$ cat src/rtl/afifo_pkg.sv
// Shared types and default constants for the afifo write-side arbiter slice.
package afifo_pkg;

  typedef enum logic {
    IDLE  = 1'b0,
    GRANT = 1'b1
  } arb_state_t;

  localparam int AFIFO_DSIZE = 8;
  localparam int AFIFO_ASIZE = 4;
  localparam int ARB_BURST   = 4;

endpackage

$ cat src/rtl/afifo_wr_arb_if.sv
// Requester bundle plus the afifo write port, as seen by the write-side arbiter.
interface afifo_wr_arb_if #(
  parameter int NREQ  = 4,
  parameter int DSIZE = 8
);
  localparam int IW = (NREQ > 1) ? $clog2(NREQ) : 1;

  logic [NREQ-1:0]       req_valid;
  logic [NREQ*DSIZE-1:0] req_data;
  logic [NREQ-1:0]       req_ready;
  logic                  wfull;
  logic                  winc;
  logic [DSIZE-1:0]      wdata;
  logic [IW-1:0]         grant_id;
  logic                  busy;

  modport master (
    input  req_valid, req_data, wfull,
    output req_ready, winc, wdata, grant_id, busy
  );

  modport slave (
    output req_valid, req_data, wfull,
    input  req_ready, winc, wdata, grant_id, busy
  );

endinterface

$ cat src/rtl/afifo_wr_arb_rr_pick.sv
// Combinational round-robin selector: first set bit of req searching upward from last+1.
module rr_pick #(
  parameter  int NREQ = 4,
  localparam int IW   = (NREQ > 1) ? $clog2(NREQ) : 1
) (
  input  logic [NREQ-1:0] req,
  input  logic [IW-1:0]   last,
  output logic            found,
  output logic [IW-1:0]   idx
);

  int unsigned k;

  always_comb begin
    found = 1'b0;
    idx   = '0;
    k     = 0;
    for (int unsigned i = 1; i <= NREQ; i++) begin
      k = (32'(last) + i) % NREQ;
      if (!found && req[IW'(k)]) begin
        found = 1'b1;
        idx   = IW'(k);
      end
    end
  end

endmodule

$ cat src/rtl/afifo_wr_arb.sv
// Round-robin burst arbiter sharing the afifo write port among NREQ producers.
module afifo_wr_arb
  import afifo_pkg::*;
#(
  parameter int NREQ  = 4,
  parameter int DSIZE = AFIFO_DSIZE,
  parameter int BURST = ARB_BURST
) (
  input logic            clk,
  input logic            rst,
  afifo_wr_arb_if.master bus
);

  localparam int IW = (NREQ > 1) ? $clog2(NREQ) : 1;
  localparam int CW = $clog2(BURST) + 1;

  arb_state_t    state_q;
  logic [IW-1:0] grant_id_q;
  logic [IW-1:0] last_q;
  logic [CW-1:0] burst_cnt_q;
  logic          busy_q;

  logic          pick_found;
  logic [IW-1:0] pick_idx;
  logic          g_valid;
  logic          wr;
  logic          burst_last;

  rr_pick #(.NREQ(NREQ)) u_pick (
    .req   (bus.req_valid),
    .last  (last_q),
    .found (pick_found),
    .idx   (pick_idx)
  );

  // Outputs are gated by rst so no transfer can happen on a reset edge.
  always_comb begin
    g_valid       = 1'b0;
    bus.req_ready = '0;
    bus.wdata     = '0;
    if (state_q == GRANT && !rst) begin
      for (int unsigned i = 0; i < NREQ; i++) begin
        if (IW'(i) == grant_id_q) begin
          g_valid          = bus.req_valid[i];
          bus.req_ready[i] = ~bus.wfull;
          bus.wdata        = bus.req_data[i*DSIZE +: DSIZE];
        end
      end
    end
  end

  assign wr           = g_valid & ~bus.wfull;
  assign burst_last   = (burst_cnt_q == CW'(BURST - 1));
  assign bus.winc     = wr;
  assign bus.grant_id = grant_id_q;
  assign bus.busy     = busy_q;

  always_ff @(posedge clk) begin
    if (rst) begin
      state_q     <= IDLE;
      grant_id_q  <= '0;
      last_q      <= IW'(NREQ - 1);
      burst_cnt_q <= '0;
      busy_q      <= 1'b0;
    end else begin
      case (state_q)
        IDLE: begin
          if (pick_found) begin
            grant_id_q  <= pick_idx;
            burst_cnt_q <= '0;
            state_q     <= GRANT;
            busy_q      <= 1'b1;
          end
        end
        GRANT: begin
          if (!g_valid || (wr && burst_last)) begin
            last_q  <= grant_id_q;
            state_q <= IDLE;
            busy_q  <= 1'b0;
          end else if (wr) begin
            burst_cnt_q <= burst_cnt_q + CW'(1);
          end
        end
        default: begin
          state_q <= IDLE;
          busy_q  <= 1'b0;
        end
      endcase
    end
  end

endmodule

$ cat src/flat_wrapper.sv
// flat-port wrapper written by rule: the top's interface ports become plain ports
module afifo_wr_arb_flat import afifo_pkg::*;
#(
  parameter int NREQ  = 4,
  parameter int DSIZE = AFIFO_DSIZE,
  parameter int BURST = ARB_BURST
)
  (clk, rst, bus_req_valid, bus_req_data, bus_wfull, bus_req_ready, bus_winc, bus_wdata, bus_grant_id, bus_busy);
  afifo_wr_arb_if #(.NREQ(NREQ), .DSIZE(DSIZE)) bus_i ();
  input logic clk;
  input logic rst;
  input wire logic [$bits(bus_i.req_valid)-1:0] bus_req_valid;
  input wire logic [$bits(bus_i.req_data)-1:0] bus_req_data;
  input wire logic [$bits(bus_i.wfull)-1:0] bus_wfull;
  output wire logic [$bits(bus_i.req_ready)-1:0] bus_req_ready;
  output wire logic [$bits(bus_i.winc)-1:0] bus_winc;
  output wire logic [$bits(bus_i.wdata)-1:0] bus_wdata;
  output wire logic [$bits(bus_i.grant_id)-1:0] bus_grant_id;
  output wire logic [$bits(bus_i.busy)-1:0] bus_busy;
  assign bus_i.req_valid = bus_req_valid;
  assign bus_i.req_data = bus_req_data;
  assign bus_i.wfull = bus_wfull;
  assign bus_req_ready = bus_i.req_ready;
  assign bus_winc = bus_i.winc;
  assign bus_wdata = bus_i.wdata;
  assign bus_grant_id = bus_i.grant_id;
  assign bus_busy = bus_i.busy;
  afifo_wr_arb #(.NREQ(NREQ), .DSIZE(DSIZE), .BURST(BURST)) u_core (.clk(clk), .rst(rst), .bus(bus_i));
endmodule
$ cat config.mk
export PLATFORM = sky130hd
export DESIGN_NAME = afifo_wr_arb_flat
export DESIGN_NICKNAME = d
export VERILOG_FILES = /design/src/rtl/afifo_pkg.sv /design/src/rtl/afifo_wr_arb_if.sv /design/src/rtl/afifo_wr_arb_rr_pick.sv /design/src/rtl/afifo_wr_arb.sv /design/src/flat_wrapper.sv
export SDC_FILE = /design/constraint.sdc
export NUM_CORES = 1
export LEC_CHECK = 0
export BUFFER_PORTS_ARGS = -buffer_cell sky130_fd_sc_hd__buf_2
export CAP_MARGIN = 5
export CORE_MARGIN = 2
export CORE_UTILIZATION = 41
export DETAILED_ROUTE_END_ITERATION = 8
export PLACE_DENSITY = 0.91
export SLEW_MARGIN = 0
export SYNTH_ARGS = -nofsm -noshare
export SYNTH_HDL_FRONTEND = slang
export SYNTH_SLANG_ARGS = --single-unit
export TNS_END_PERCENT = 30
$ cat constraint.sdc
create_clock -name clk -period 1.9 [get_ports clk]
set_clock_uncertainty 0.05 [all_clocks]
set_input_delay 0.19 -clock clk [delete_from_list [all_inputs] [get_ports clk]]
set_output_delay 0.19 -clock clk [all_outputs]
set_load 0.005 [all_outputs]
# Word-level counts from Yosys, hierarchy flattened
# Index checks and enable logic that the tools add are counted.
[word_totals] latchBits=0 memories=0 mem_bits_rw=0 register_bits=9 romBits=0 word_cells=82 output_inout_bits=16
[classes] n_div=0 reduce_logical=16 shift=0 n_lt_le_gt_ge=4 bitwise=3 mul=0 add_sub_neg=5 muxes=41 n_eq_ne=8
[ops] op="$mux 8" count=5
[ops] op="$mux 1" count=21
[ops] op="$lt 2x3->1 const B" count=4
[ops] op="$mux 3" count=3
[ops] op="$bmux 1 s2" count=4
[ops] op="$mux 2" count=4
[ops] op="$ne 2x2->1 const B" count=3
[ops] op="$pmux 3 s2" count=1
[ops] op="$reduce_and 2->1" count=3
[ops] op="$logic_and 1x1->1" count=5
[ops] op="$logic_not 1->1" count=5
[ops] op="$add 2x1->2 const B" count=2
[ops] op="$add 2x2->2 const B" count=2
[ops] op="$eq 2x2->1 const A" count=2
[ops] op="$mux 4" count=1
[ops] op="$pmux 1 s2" count=2
[ops] op="$add 3x1->3 const B" count=1
[ops] op="$eq 3x2->1 const B" count=1
[ops] op="$reduce_and 3->1" count=1
[ops] op="$eq 1x2->1 const A" count=1
[ops] op="$logic_not 2->1" count=1
[ops] op="$ne 2x1->1 const B" count=1
[ops] op="$not 1->1" count=2
[ops] op="$and 1x1->1" count=1
[ops] op="$logic_or 1x1->1" count=1

# Logic depth before layout (Yosys ltp)
# Gate-level depths: netlist (run 1).
[logic_depth] word_depth=15 ltp_mapped=6 depth_no_buf=6

# Modules after synthesis
# Synthesis (run 1) repeated with hierarchy kept, for this count alone.
[unflattened] cells_unflattened=89 hier_area_um2=847.1
[modules_own_cells] module="afifo_wr_arb" seq_area_each_um2=180.2 cells_each=75 area_each_um2=755.7 instances=1
[modules_own_cells] module="rr_pick" seq_area_each_um2=0.0 cells_each=14 area_each_um2=91.3 instances=1

# Least setup slack after synthesis (run 1)
# Ideal clock, no wire load.
[synth_timing] kind="register to register" from="register u_core.grant_id_q[0], in the netlist u_core.bus.grant_id[0]" to="register u_core.burst_cnt_q[0]" arrival_time_ps=1455 path_stages_with_launch=7 path_buffers=2 slack_ps=276 t_required_ps=1731 path_cell_list="dfxtp_1 -> buf_6 -> mux2i_1 -> mux2_2 -> or4_1 -> buf_2 -> mux2i_1"
[synth_between] elab_chain_len=11 elab_cells_between_ends=16
[synth_rtl] element="from (decl)" line_no="afifo_wr_arb.sv:18" text="logic [IW-1:0] grant_id_q;"
[synth_rtl] element="from (signal assigned)" line_no="afifo_wr_arb.sv:69" text="grant_id_q <= pick_idx;"
[synth_rtl] element="$logic_not 2->1" line_no="afifo_wr_arb.sv:43" text="if (IW'(i) == grant_id_q) begin"
[synth_rtl] element="$mux 1 (3 in series)" line_no="afifo_wr_arb.sv:43"
[synth_rtl] element="$mux 1 *" line_no="afifo_wr_arb.sv:43"
[synth_rtl] element="$mux 1 *" line_no="afifo_wr_arb.sv:41" text="if (state_q == GRANT && !rst) begin"
[synth_rtl] element="$and 1x1->1" line_no="afifo_wr_arb.sv:52" text="assign wr = g_valid & ~bus.wfull;"
[synth_rtl] element="$logic_and 1x1->1" line_no="afifo_wr_arb.sv:76" text="if (!g_valid || (wr && burst_last)) begin"
[synth_rtl] element="$logic_or 1x1->1" line_no="afifo_wr_arb.sv:76"
[synth_rtl] element="$ne 2x2->1 (no line)"
[synth_rtl] element="$reduce_and 3->1 (no line) *"
[synth_rtl] element="to (signal assigned)" line_no="afifo_wr_arb.sv:81" text="burst_cnt_q <= burst_cnt_q + CW'(1);"
[synth_rtl] element="to (decl)" line_no="afifo_wr_arb.sv:20" text="logic [CW-1:0] burst_cnt_q;"
# Mark *: on every way between the ends. The rest lies on a longest branch, timed or not.
# A chain may end at the register's enable or synchronous reset.

# Worst setup path in the final report (run 1)
[layout_timing] from="register u_core.grant_id_q[0], in the netlist u_core.bus.grant_id[0]" to="output port bus_wdata[1]"
[layout_between] elab_chain_len=6 elab_cells_between_ends=9
[layout_rtl] element="$logic_not 2->1" line_no="afifo_wr_arb.sv:43"
[layout_rtl] element="$mux 8 (3 in series)" line_no="afifo_wr_arb.sv:43"
[layout_rtl] element="$mux 8 *" line_no="afifo_wr_arb.sv:43"
[layout_rtl] element="$mux 8 *" line_no="afifo_wr_arb.sv:41"
[layout_rtl] element="to (decl)" line_no="flat_wrapper.sv:17" text="output wire logic [$bits(bus_i.wdata)-1:0] bus_wdata;"
# Marks and branches as above.

==> metrics.md, run 1 <==
| Metric | Value |
|---|---|
| Setup Crit Path Kind | flip-flop to primary output |
| Worst-Skew Late Latency | 0.27 ns |
| Clock-pin slew on the worst setup and hold paths | 0.06 ns |
| Row Count | 16 |
| # DRC | 0 |
| Syn_nets | 129 |
| RR Startpoint | u_core.bus.grant_id[0] |
| Final setup margin | 0.0282 ns |
| Post-route clock period utilization | 98.5% |
| Root Buffer Master | clkbuf_4 |
| Vias in the first global route | 950 |
| Post-synthesis sequential area ratio | 22.2% |
| Critical Path Source | u_core.bus.grant_id[0] |
| Slew margin rel. | 62.7% |
| Hold Startpoint | rst |
| CP max FO | 6 |
| Power Density | 540 nW/um2 |
| Top-area cell type share of the netlist area | 22.2% |
| Worst ir drop on vdd | 0.000291 V |
| Die Y | 48.5 um |
| #FFs+latches synth | 9 |
| Ys async rst share | 0% |
| Vias/cell | 5.71 |
| Min Tclk post-route | 1.87 ns |
| Max-slew violations | 0 |
| Pre-Repair DR Iteration Count | 4 |
| Count of cell types in the netlist | 28 |
| Largest net degree at the start of global routing | 15 |
| Nets | 188 |
| Ys flop type | dfxtp_1 |
| Port Buf Inserts | 54 |
| Fin. Hold Viols | 0 |
| Core area | 1920 um2 |
| Setup slack at placement | 0.153 ns |
| Data required, critical path | 1.66 ns |
| Share of layout cells above drive strength 1 | 48.6% |
| Arrival time worst endpoint | 1.63 ns |
| Io pins | 55 |
| Area of the multi-input gates | 579 um2 |
| Initial antenna violation count | 0 |
| Final wirelength | 2740 um |
| Initial Util | 42.2% |
| Global route overflow | 0 |
| Register area | 184 um2 |
| Die area | 2350 um2 |
| CP Capture Point | bus_wdata[1] |
| R2R Path End | u_core.burst_cnt_q[0] |
| Via total after detailed routing | 987 |
| Clock sink total | 9 |
| Least-Margin Pin Slew | 0.555 ns |
| Total track usage | 22.7% |
| Num CTS Buffers | 3 |
| GPL Wtd Cong | 0.706 |
| Critical Path End Type | primary output |
| Avg Cell Area, Syn | 9.21 um2 |
| CP startpoint kind | flip-flop |
| Maxcap violations | 0 |
| Leakage | 0.000578 uW |
| CTS tree | yes |
| Fill count | 161 |
| # setup viols final | 0 |
| N_diodes | 0 |
| # H-tree levels | 1 |
| Most frequent cells after synthesis | 9 x dfxtp_1, 9 x nor2b_1, 7 x nor2_1 |
| Tightest Hold Check Type | primary input to flip-flop |
| FMAX | 0.534 GHz |
| Drt initial violations | 26 |
| Area grow syn2layout | 46.5% |
| Status | finished clean |
| First-pass GRT wire length | 4140 um |
| Antenna viol nets, final | 0 |
| Power Total | 641 uW |
| Post-synth top area cell | dfxtp_1 |
| Hpwl dp | 2110 um |
| Reg-to-reg slack, setup | 0.12 ns |
| Syn Inst Count | 88 |
| # hold bufs at CTS | 0 |
| R2R cell count | 5 |
| Max clock buf depth | 2 |
| Netlist Area Pre-Place | 811 um2 |
| Post-synth EDFFs | 0 |
| Synth area leaders | dfxtp_1 22%, mux4_1 13%, mux4_2 11% |
| Post-DR wirelength/cell | 15.8 um |
| Horiz. Die Dim | 48.5 um |
| Synth warnings | 0 |
power breakdown:
group          total [uW]  internal [uW]  switching (uW)
Sequential            225            205            20.3
Clock                 154           81.3            72.8
Combinational         261            156             106
stage by stage:
step                      std cells  hold slack (ns)  area [um2]  util, %  TNS [ns]
after floorplan                  88            0.209         811        -         0
after global placement          167            0.396        1110     57.9         0
after detailed placement        167            0.402        1110     57.9         0
after CTS                       171            0.119        1150     59.8         0
after global routing            173            0.133        1190     61.8  -0.00108
final                           173            0.121        1190     61.8         0
worst max-delay path, stage by stage (launching register included):
cell,delay (ns)
dfxtp_4,0.41
buf_12,0.13
mux4_1,0.54
nor2b_1,0.16
buf_2,0.12
sequential cells by signal, indices dropped and copies added (netlist names):
name	count
u_core.bus.grant_id	2
u_core.bus.busy	1
u_core.last_q	2
u_core.state_q	1
u_core.burst_cnt_q	3
cell usage in the layout (no fill, tap or decap), types with 2 or more instances in the layout:
| master | synthesis | routed |
|---|---|---|
| inv_1 | 5 | 5 |
| nor2_1 | 7 | 7 |
| mux2i_1 | 6 | 6 |
| nor3_1 | 4 | 4 |
| nand3_1 | 3 | 3 |
| buf_4 | 0 | 4 |
| ha_1 | 2 | 2 |
| clkbuf_4 | 0 | 3 |
| dfxtp_1 | 9 | 8 |
| mux4_1 | 4 | 4 |
| o21ai_0 | 3 | 3 |
| buf_2 | 2 | 54 |
| nor4_1 | 3 | 3 |
| nor2b_1 | 9 | 9 |
| nor4b_1 | 2 | 2 |
| a21oi_1 | 2 | 2 |
| nand2b_1 | 3 | 3 |
| or2_2 | 2 | 2 |
| nand2_1 | 6 | 6 |
| mux4_2 | 4 | 4 |
area by class of cell:
type / instances / area share (%)
clock buffers: 4 / 2.21
inverters: 5 / 1.58
multi-input cells: 68 / 48.8
flip-flops and latches: 9 / 15.5
well taps: 27 / 2.85
repair buffers: 60 / 29.1
how the worst min path moves through the flow:
stage / end / slack (ns) / cells after the start
2_1_floorplan: u_core.bus.grant_id[1] / 0.21 / 1
3_3_place_gp: u_core.burst_cnt_q[2] / 0.40 / 2
3_5_place_dp: u_core.state_q / 0.40 / 2
4_1_cts: u_core.bus.grant_id[0] / 0.12 / 2
5_1_grt: u_core.state_q / 0.13 / 2
6_report: u_core.bus.grant_id[0] / 0.12 / 2
per-layer routing:
metal  up-vias  GRT usage (%)  wire length (um)
met5         -              0                 0
met4         0           10.0                76
li1        445              -                 -
met3        15           6.48               269
met2        64           45.1              1460
met1       463           21.2               934
kinds of logic (layout without fill, tap and decap cells):
group | count (synthesis) | in the layout | share of synthesized area [%]
compound gates | 10 | 10 | 8.03
buf+inv | 11 | 69 | 6.33
flops | 9 | 9 | 22.2
simple gates | 41 | 41 | 27.5
fa+ha+maj | 2 | 2 | 3.09
mux | 15 | 15 | 32.9
timing repair:
| action | CTS | global route |
|---|---|---|
| gates cloned | 0 | 1 |
| setup buffers | 0 | 1 |
| endpoints found under the setup margin | 8 | 4 |
| resized for setup | 4 | 1 |
Note: power is estimated with default switching activity, not from simulation.
==> run 2, diff against run 1 <==
--- a/config.mk
+++ b/config.mk
@@ -10,9 +10,10 @@
 export CORE_MARGIN = 2
 export CORE_UTILIZATION = 41
 export DETAILED_ROUTE_END_ITERATION = 8
-export PLACE_DENSITY = 0.91
+export PLACE_DENSITY = 0.9
 export SLEW_MARGIN = 0
 export SYNTH_ARGS = -nofsm -noshare
 export SYNTH_HDL_FRONTEND = slang
+export SYNTH_HIERARCHICAL = 1
 export SYNTH_SLANG_ARGS = --single-unit
 export TNS_END_PERCENT = 30
==> run 2 against run 1 <==
  * Cell count fell by 1.2%
  * Register-to-register slack improved by 0.28 ns
  * Critical endpoint is now bus_wdata[6]
  * Wire length fell by 12%
  * Synthesized area up 4.5%
  * Highest routed layer unchanged
  * Count of clock-buffer cells in the layout unchanged
  * Critical path type unchanged
==> metrics.md, run 2 <==
| Metric | Value |
|---|---|
| Largest net degree at the start of global routing | 15 |
| # setup viols final | 0 |
| Share of layout cells above drive strength 1 | 52.1% |
| Setup TNS | 0 ns |
| Post-synthesis sequential area ratio | 21.3% |
| Netlist Area Pre-Place | 847 um2 |
| Max-slew violations | 0 |
| Hpwl dp | 1880 um |
| Port Buf Inserts | 54 |
| Hold Startpoint | rst |
| #FFs+latches synth | 9 |
| Most common cell after layout, fill and taps aside | buf_2 |
| Max FFs per register | 3 |
| Most frequent cells in the layout | 54 x buf_2, 10 x nor2_1, 9 x nor2b_1 |
| Mux contribution to synthesized area | 32.9% |
| Final wirelength | 2400 um |
| Via total after detailed routing | 907 |
| Initial Util | 43.2% |
| Power Total | 618 uW |
| Maxcap violations | 0 |
| Total track usage | 19.4% |
| Data required, critical path | 1.66 ns |
| Ys flop type | dfxtp_1 |
| Seq pwr share | 37.3% |
| FMAX | 0.537 GHz |
| N_diodes | 0 |
| Most common cell in the netlist | nor2_1 |
| Comb power frac | 38.2% |
| Reg with most FFs | u_core/burst_cnt_q |
| Clock network power share | 24.5% |
| GPL Wtd Cong | 0.730 |
| Post-synthesis simple-gate area fraction | 23.3% |
| Vias in the first global route | 900 |
| Count of cell types in the netlist | 27 |
| Syn_nets | 130 |
| Int Pwr | 423 uW |
| Root Buffer Master | clkbuf_4 |
| Setup repair after global routing missed its margin | yes |
| Worst ir drop on vdd | 0.000259 V |
| Slew margin rel. | 71.4% |
| Drt initial violations | 16 |
| Family with the most delay on the worst path | multiplexers |
| Initial antenna violation count | 0 |
| Least-Margin Pin Slew | 0.430 ns |
| Die area | 2450 um2 |
| CTS tree | yes |
| CP Cell Sequence | buf_4 -> mux4_2 -> nor2b_1 -> buf_2 |
| Antenna viol nets, final | 0 |
| Nets | 186 |
| Reg-to-reg slack, setup | 0.40 ns |
| Arrival time worst endpoint | 1.62 ns |
| Synth warnings | 6 |
| Vias/cell | 5.30 |
| Syn Inst Count | 89 |
| Clock-pin slew on the worst setup and hold paths | 0.06 ns |
| Sw frac | 31.6% |
| Register area | 181 um2 |
| Avg Cell Area, Syn | 9.52 um2 |
| First-pass GRT wire length | 3660 um |
| Area grow syn2layout | 37.4% |
| Post-route clock period utilization | 98.0% |
| # H-tree levels | 1 |
| Max clock buf depth | 2 |
| Main combinational cell family by area after synthesis | multiplexers |
| Power Density | 531 nW/um2 |
| # DRC | 0 |
| Crit-path slowest cell | mux4_2 |
| Tightest Hold Check Type | primary input to flip-flop |
| Post-Synth XOR/XNOR Area | 0% |
| Worst-Skew Late Latency | 0.26 ns |
| Synth Area in Compound Gates | 12.1% |
| Top-area cell type share of the netlist area | 21.3% |
| CP startpoint kind | flip-flop |
| Num CTS Buffers | 3 |
| Fill count | 176 |
| Area of the multi-input gates | 607 um2 |
| R2R Path End | u_core/burst_cnt_q[2] |
| Post-synth top area cell | dfxtp_1 |
| Most frequent cells after synthesis | 11 x nor2_1, 9 x dfxtp_1, 9 x nor2b_1 |
| Io pins | 55 |
| Die Y | 49.5 um |
| Core area | 1960 um2 |
| Row Count | 16 |
| Hold worst-path end | u_core/state_q |
| Status | finished clean |
| R2R cell count | 5 |
| Psw | 195 uW |
| Setup Crit Path Kind | flip-flop to primary output |
| Ys async rst share | 0% |
| Crit path buf inv count | 2 |
| Worst Hold Depth | 2 |
| Horiz. Die Dim | 49.5 um |
| Global route overflow | 0 |
| Clock sink total | 9 |
| Synth area leaders | dfxtp_1 21%, mux4_2 19%, mux2i_1 9.5% |
| Fin. Hold Viols | 0 |
| Leakage | 0.000593 uW |
| CP max FO | 8 |
| Post-DR wirelength/cell | 14.0 um |
| Min Tclk post-route | 1.86 ns |
| Pre-Repair DR Iteration Count | 4 |
| Utilization after layout | 59.3% |
| Critical Path End Type | primary output |
| Critical path's largest stage delay | 0.51 ns |
| Post-synth EDFFs | 0 |
| RR Startpoint | u_core/bus.grant_id[0] |
| Adder-cell share of the synthesized area | 2.95% |
run 2: changes by cell type in the layout (fill, tap and decap cells not counted), sizes merged, moves of 3 or more:
| cell | previous run | this run |
|---|---|---|
| buf | 59 | 56 |
| nand2b | 3 | 6 |
| nand3 | 3 | 0 |
| nor2 | 7 | 11 |
| nor3 | 4 | 1 |
run 2: area by class of cell:
class / count / area share, %
multi-input cells: 68 / 52.2
flip-flops and latches: 9 / 15.6
clock buffers: 4 / 2.26
repair buffers: 56 / 24.8
well taps: 27 / 2.90
inverters: 7 / 2.26
run 2: logic make-up after synthesis:
| logic type | count (synthesis) |
|---|---|
| simple gates | 38 |
| mux | 17 |
| buf+inv | 12 |
| compound gates | 11 |
| flops | 9 |
| fa+ha+maj | 2 |
run 2: worst max path at each step:
stage | start | slack (ns) | cells past startpoint | to
after floorplan | u_core/bus.grant_id[0] | 0.42 | 4 | bus_wdata[2]
after global placement | u_core/bus.grant_id[0] | 0.37 | 4 | bus_wdata[7]
after detailed placement | u_core/bus.grant_id[1] | 0.31 | 4 | u_core/burst_cnt_q[0]
after CTS | u_core/bus.grant_id[1] | 0.03 | 3 | bus_req_ready[2]
after global routing | u_core/bus.grant_id[0] | -0.02 | 4 | bus_wdata[3]
final | u_core/bus.grant_id[0] | 0.04 | 4 | bus_wdata[6]
run 2: metrics by stage:
step / hold WS (ns) / instances / area (um2) / setup WS, ns
floorplan: 0.364 / 89 / 847 / 0.416
global placement: 0.396 / 167 / 1130 / 0.374
detailed placement: 0.410 / 167 / 1130 / 0.311
CTS: 0.174 / 171 / 1160 / 0.0263
global route: 0.189 / 171 / 1160 / -0.0195
finish: 0.182 / 171 / 1160 / 0.0374
run 2: power groups by stage:
stage / Clock (uW) / Combinational, uW / Sequential, uW
6_report: 151 / 236 / 231
5_1_grt: 166 / 256 / 232
4_1_cts: 158 / 233 / 229
3_5_place_dp: 0 / 232 / 233
3_3_place_gp: 0 / 223 / 231
2_1_floorplan: 0 / 161 / 224
run 2: routing by layer:
| layer | part of all wire (%) | vias to the layer above | track usage [%] |
|---|---|---|---|
| met2 | 49 | 56 | 35.4 |
| met5 | 0 | - | 0 |
| met1 | 39 | 419 | 19.1 |
| li1 | - | 428 | - |
| met4 | 1.2 | 0 | 10.6 |
| met3 | 11 | 4 | 6.67 |
run 2: timing repair:
item	in CTS	in global routing
resized for setup	0	3
endpoints found under the setup margin	0	5
hold buffers	0	0
setup buffers	0	0
